`src/rtl/uart_tx_arb.sv`:
```
// uart_tx_arb: packet-level round-robin arbiter feeding one UART tx FIFO.
// Optional header byte carries the owning source index.
module uart_tx_arb #(
  parameter int NREQ   = 4,
  parameter int DBIT   = 8,
  parameter int LEN_W  = 4,
  parameter int HDR_EN = 1
) (
  input  logic                  clk,
  input  logic                  rst,
  input  logic [NREQ-1:0]       req,
  input  logic [NREQ*LEN_W-1:0] req_len,
  input  logic [NREQ-1:0]       src_valid,
  input  logic [NREQ*DBIT-1:0]  src_data,
  output logic [NREQ-1:0]       src_ready,
  output logic [NREQ-1:0]       grant,
  output logic                  busy,
  output logic                  pkt_done,
  output logic                  wr_en,
  output logic [DBIT-1:0]       wr_data,
  input  logic                  tx_full
);

  localparam int IW = (NREQ > 1) ? $clog2(NREQ) : 1;

  typedef enum logic [1:0] {
    IDLE,
    HDR,
    DATA
  } state_t;

  state_t            state;
  state_t            state_nx;
  logic [NREQ-1:0]   grant_q;
  logic [IW-1:0]     gidx;
  logic [IW-1:0]     last;
  logic [IW-1:0]     win;
  logic              found;
  logic [LEN_W-1:0]  len;
  logic [LEN_W-1:0]  cnt;
  logic              done_q;
  logic              fin;
  logic [LEN_W-1:0]  len_a [NREQ];
  logic [DBIT-1:0]   dat_a [NREQ];

  // Unpack the per-source length and data buses.
  always_comb begin
    for (int i = 0; i < NREQ; i++) begin
      len_a[i] = req_len[i*LEN_W +: LEN_W];
      dat_a[i] = src_data[i*DBIT +: DBIT];
    end
  end

  // Round-robin scan: first requester after the last owner, wrapping.
  always_comb begin
    found = 1'b0;
    win   = '0;
    for (int k = 1; k <= NREQ; k++) begin
      int j;
      j = int'(last) + k;
      if (j >= NREQ) j = j - NREQ;
      if (!found && req[IW'(j)]) begin
        found = 1'b1;
        win   = IW'(j);
      end
    end
  end

  // State register.
  always_ff @(posedge clk or posedge rst) begin
    if (rst) state <= IDLE;
    else     state <= state_nx;
  end

  // Next state and the UART write / source handshake outputs.
  always_comb begin
    state_nx  = state;
    wr_en     = 1'b0;
    wr_data   = '0;
    src_ready = '0;
    fin       = 1'b0;
    unique case (state)
      IDLE: begin
        if (found && grant_q == '0 && len_a[win] != '0)
          state_nx = (HDR_EN != 0) ? HDR : DATA;
      end
      HDR: begin
        wr_en   = !tx_full;
        wr_data = DBIT'(gidx);
        if (!tx_full) state_nx = DATA;
      end
      DATA: begin
        src_ready[gidx] = !tx_full;
        wr_en           = src_valid[gidx] && !tx_full;
        wr_data         = dat_a[gidx];
        if (wr_en && cnt == len - LEN_W'(1)) begin
          fin      = 1'b1;
          state_nx = IDLE;
        end
      end
      default: state_nx = IDLE;
    endcase
  end

  // Grant, pointer, length latch, byte counter and done pulse.
  always_ff @(posedge clk or posedge rst) begin
    if (rst) begin
      grant_q <= '0;
      gidx    <= '0;
      last    <= IW'(NREQ - 1);
      len     <= '0;
      cnt     <= '0;
      done_q  <= 1'b0;
    end else begin
      done_q <= 1'b0;
      if (state == IDLE) begin
        if (grant_q != '0) begin
          grant_q <= '0;
        end else if (found) begin
          grant_q <= NREQ'(1) << win;
          gidx    <= win;
          len     <= len_a[win];
          if (len_a[win] == '0) begin
            done_q <= 1'b1;
            last   <= win;
          end
        end
      end else if (state == DATA && wr_en) begin
        if (fin) begin
          cnt     <= '0;
          done_q  <= 1'b1;
          last    <= gidx;
          grant_q <= '0;
        end else begin
          cnt <= cnt + LEN_W'(1);
        end
      end
    end
  end

  assign grant    = grant_q;
  assign busy     = (state != IDLE);
  assign pkt_done = done_q;

endmodule

```
`config.mk`:
```
export PLATFORM = sky130hd
export DESIGN_NAME = uart_tx_arb
export DESIGN_NICKNAME = d
export VERILOG_FILES = /design/src/rtl/uart_tx_arb.sv
export SDC_FILE = /design/constraint.sdc
export NUM_CORES = 1
export LEC_CHECK = 0
export CAP_MARGIN = 5
export CORE_MARGIN = 3
export CORE_UTILIZATION = 35
export CTS_BUF_LIST = sky130_fd_sc_hd__clkbuf_8 sky130_fd_sc_hd__clkbuf_16
export DETAILED_ROUTE_END_ITERATION = 10
export PLACE_DENSITY_LB_ADDON = 0.25
export SLEW_MARGIN = 10
export SYNTH_ARGS = -nofsm -noshare
export SYNTH_HDL_FRONTEND = slang
export SYNTH_SLANG_ARGS = --single-unit
```
`constraint.sdc`:
```
create_clock -name clk -period 2.8 [get_ports clk]
set_clock_uncertainty 0.05 [all_clocks]
set_input_delay 0.56 -clock clk [delete_from_list [all_inputs] [get_ports clk]]
set_output_delay 0.56 -clock clk [all_outputs]
set_load 0.005 [all_outputs]
```
==> results_dict.tcl <==
set metrics [dict create \
    final_util 0.6013 \
    whs_ps 465.5 \
    required_ps 2190 \
    cts_tree "yes" \
    seqCellArea_um2 479.2 \
    htree_levels 1 \
    hold_viol_final 0 \
    maxSlewViolCount 0 \
    powerDensity_nw_per_um2 863.7 \
    synth_compound_area_frac 0.1618 \
    status "complete, no violations" \
    multi_input_area_um2 1147 \
    path_buf_inv 2 \
    leakage_uw 0.001140 \
    cp_max_fo 1 \
    setup_slack_ps 79.89 \
    worstSetupEndpointType "output pin" \
    vias_per_cell 5.066 \
    r2r_cells 9 \
    grt_antenna_before_repair 0 \
    ys_ff_latch 19 \
    rsz0062_at_grt "false" \
    crit_path_frequent_cell "clkdlybuf4s50_1" \
    gr-total-overflow 0 \
    num-fill-cells 394 \
    fp.coreArea_um2 4534 \
    clkLatencyLatePin_ps 260 \
    synth_mux_area_frac 0.2259 \
    hold_start "cnt[3]" \
    syn_inst 178 \
    cap_violations 0 \
    r2r_start "last[1]" \
    relSlewSlack 0.4908 \
    hold_depth 1 \
    drive_above_1_share 0.1710 \
    die-area_um2 5781 \
    cts_buffers 3 \
    cts_hold_buffers 0 \
    grt_pass1_vias 1699 \
    crit_family "buffers and inverters" \
    synth_top_family_by_area "multiplexers" \
    slowest_delay_ps 480 \
    start_util 0.3786 \
    post-route-drc-count 0 \
    wl_um 4886 \
    cts.sinks 19 \
    worstMarginPinSlew_ps 762.9 \
    fmax_mhz 367.6 \
    synth_fa_ha_area_frac 0.04373 \
    worstPathArrival_ps 2110 \
    root_buffer "clkbuf_8" \
    syn2layout_area_growth_pct 58.82 \
    syn-num-nets 243 \
    r2r-end "state[1]" \
    hold_end "cnt[3]" \
    track_usage 0.1733 \
    avgSynthCellArea_um2 9.644 \
    critPathSlowestCell "mux4_2" \
    ys_seq_area_frac 0.2784 \
    hpwl_um 3978 \
    r2r_setup_slack_ps 230 \
    ioPinCount 78 \
    drt_iter0_drc 64 \
    synth-xor-area-share 0.03061 \
    pre_cts_slack_ps -209.8 \
    synth.distinct_cells 49 \
    portBuffers 77 \
    synthesis.area_um2 1717 \
    finalNetCount 335 \
    routabilityCongestion 0.8007 \
    clockBufferDepth 2 \
    startpoint_type "primary input" \
    antenna_cells 0 \
    final_area_um2 2726 \
    ant_nets 0 \
    crit_type "primary input to output pin" \
    setup_violations 0 \
    rows 24 \
    num_vias 1692 \
    fp.dieH_um 76.04 \
    grt_max_degree 20 \
    fin_crit_sh 0.9715 \
    place_area_um2 2648 \
    yosysWarnings 0 \
    path_cells "clkdlybuf4s50_1 > mux4_2 > a22oi_1 > nor2b_1 > clkdlybuf4s50_1" \
    fin_crit_ps 2720 \
    peakVddDrop_mv 0.4320 \
    drtPass1Iterations 4 \
    wl_per_cell_um 14.63 \
    die_x_um 76.04 \
    clk_pin_slew_ps 80 \
    hp-class "flop to flop" \
    synth-simple-area-share 0.2004 \
    grt_pass1_wl_um 8245 \
]
## metal layers
layer  track usage  routed length, um  vias up
li1              -                  -      835
met5             0                  0        -
met4       0.05435                 31        0
met2        0.2739               2169       72
met3       0.04492                340        4
met1        0.2327               2345      781
## power breakdown
part / internal (uW) / leakage (uW) / switching, uW / total [uW]
Clock: 99.3 / 0.0000255 / 100 / 199
Sequential: 412 / 0.000236 / 162 / 574
Combinational: 860 / 0.000878 / 722 / 1580
## through the flow
step                      power, uW  instances  setup TNS, ps
final                          2355        334              0
after global routing           2555        334              0
after CTS                      2348        333              0
after detailed placement       2139        329         -471.2
after global placement         2124        329         -262.6
after floorplan                1605        178              0
## cells in the mapped netlist, drive strengths merged
master	number	area (um2)
ha	6	75.07
nor2b	9	56.30
dfstp	2	52.55
inv	12	45.04
buf	7	47.55
dfrtp	17	425.4
mux2	4	45.04
a31oi	1	12.51
nor4	4	31.28
a2111oi	1	8.760
nand3	1	5.000
o21ai	9	56.31
nor3	5	25.02
nand2b	5	31.28
mux4	9	202.7
clkbuf	2	8.750
or2b	1	7.510
nor4bb	1	10.01
xnor2	4	35.03
and4b	1	10.01
o31ai	5	37.54
a22o	1	8.760
nor4b	3	26.28
nand3b	1	7.510
o21a	1	7.510
a22oi	3	22.52
nand2	14	52.55
a21oi	7	35.03
a21boi	1	7.510
mux2i	14	140.1
a221o	1	10.01
o221ai	1	26.28
nor2	14	52.55
nand4	1	6.260
a21o	3	22.52
o41ai	1	16.27
o22ai	1	6.260
or4	1	7.510
xor2	2	17.52
nor3b	2	15.01
## layout make-up
cell class	count	area share
multi-input combinational	138	0.4208
timing repair buffer	96	0.3401
sequential	19	0.1758
tap	65	0.02983
inverter	12	0.01652
clock buffer	3	0.01514
clock inverter	1	0.001836
## kinds of logic (layout without fill, tap and decap cells)
family	Yosys count	in the layout
buffers and inverters	21	112
XOR/XNOR	6	6
adder cells (fa/ha/maj)	6	6
multiplexers	27	27
flip-flops	19	19
AO/OA/AOI/OAI	36	36
AND/OR/NAND/NOR	63	63
## what timing repair did
action                                  in CTS  in global routing
buffers inserted                             0                  1
resized for setup                            1                  8
cloned                                       0                  0
pin swaps                                    0                  2
endpoints found under the setup margin       6                 11
## state kept, by name, indices dropped and copies added, names as in the netlist
register,flops
cnt,4
gidx,2
grant,4
last,2
len,4
pkt_done,1
state,2
## layout by cell type, fill, tap and decap left out, types with 2 or more instances in the layout
cell,Yosys,final
a21o_1,3,3
a21oi_1,7,7
a22oi_1,3,3
buf_4,1,18
clkbuf_8,0,3
clkdlybuf4s50_1,0,73
dfrtp_1,17,16
dfstp_2,2,2
dlymetal6s2s_1,0,4
ha_1,6,5
inv_1,11,11
mux2_1,2,2
mux2_2,2,2
mux2i_1,14,12
mux2i_2,0,2
mux4_2,9,9
nand2_1,14,14
nand2b_1,5,5
nor2_1,14,14
nor2b_1,9,9
nor3_1,5,5
nor3b_1,2,2
nor4_1,3,3
nor4b_1,3,3
o21ai_0,4,4
o21ai_1,4,4
o31ai_1,5,5
xnor2_1,4,4
xor2_1,2,2
## how the worst max path moves through the flow
stage,slack [ps],end,depth (start not counted),start
2_1_floorplan,440,state[1],9,last[1]
3_3_place_gp,-140,state[1],9,req[3]
3_5_place_dp,-210,state[1],9,req[3]
4_1_cts,50,wr_en,5,src_valid[3]
5_1_grt,4,wr_data[2],4,gidx[0]
6_report,80,wr_data[0],5,src_data[24]
(Power assumes the default switching activity.)
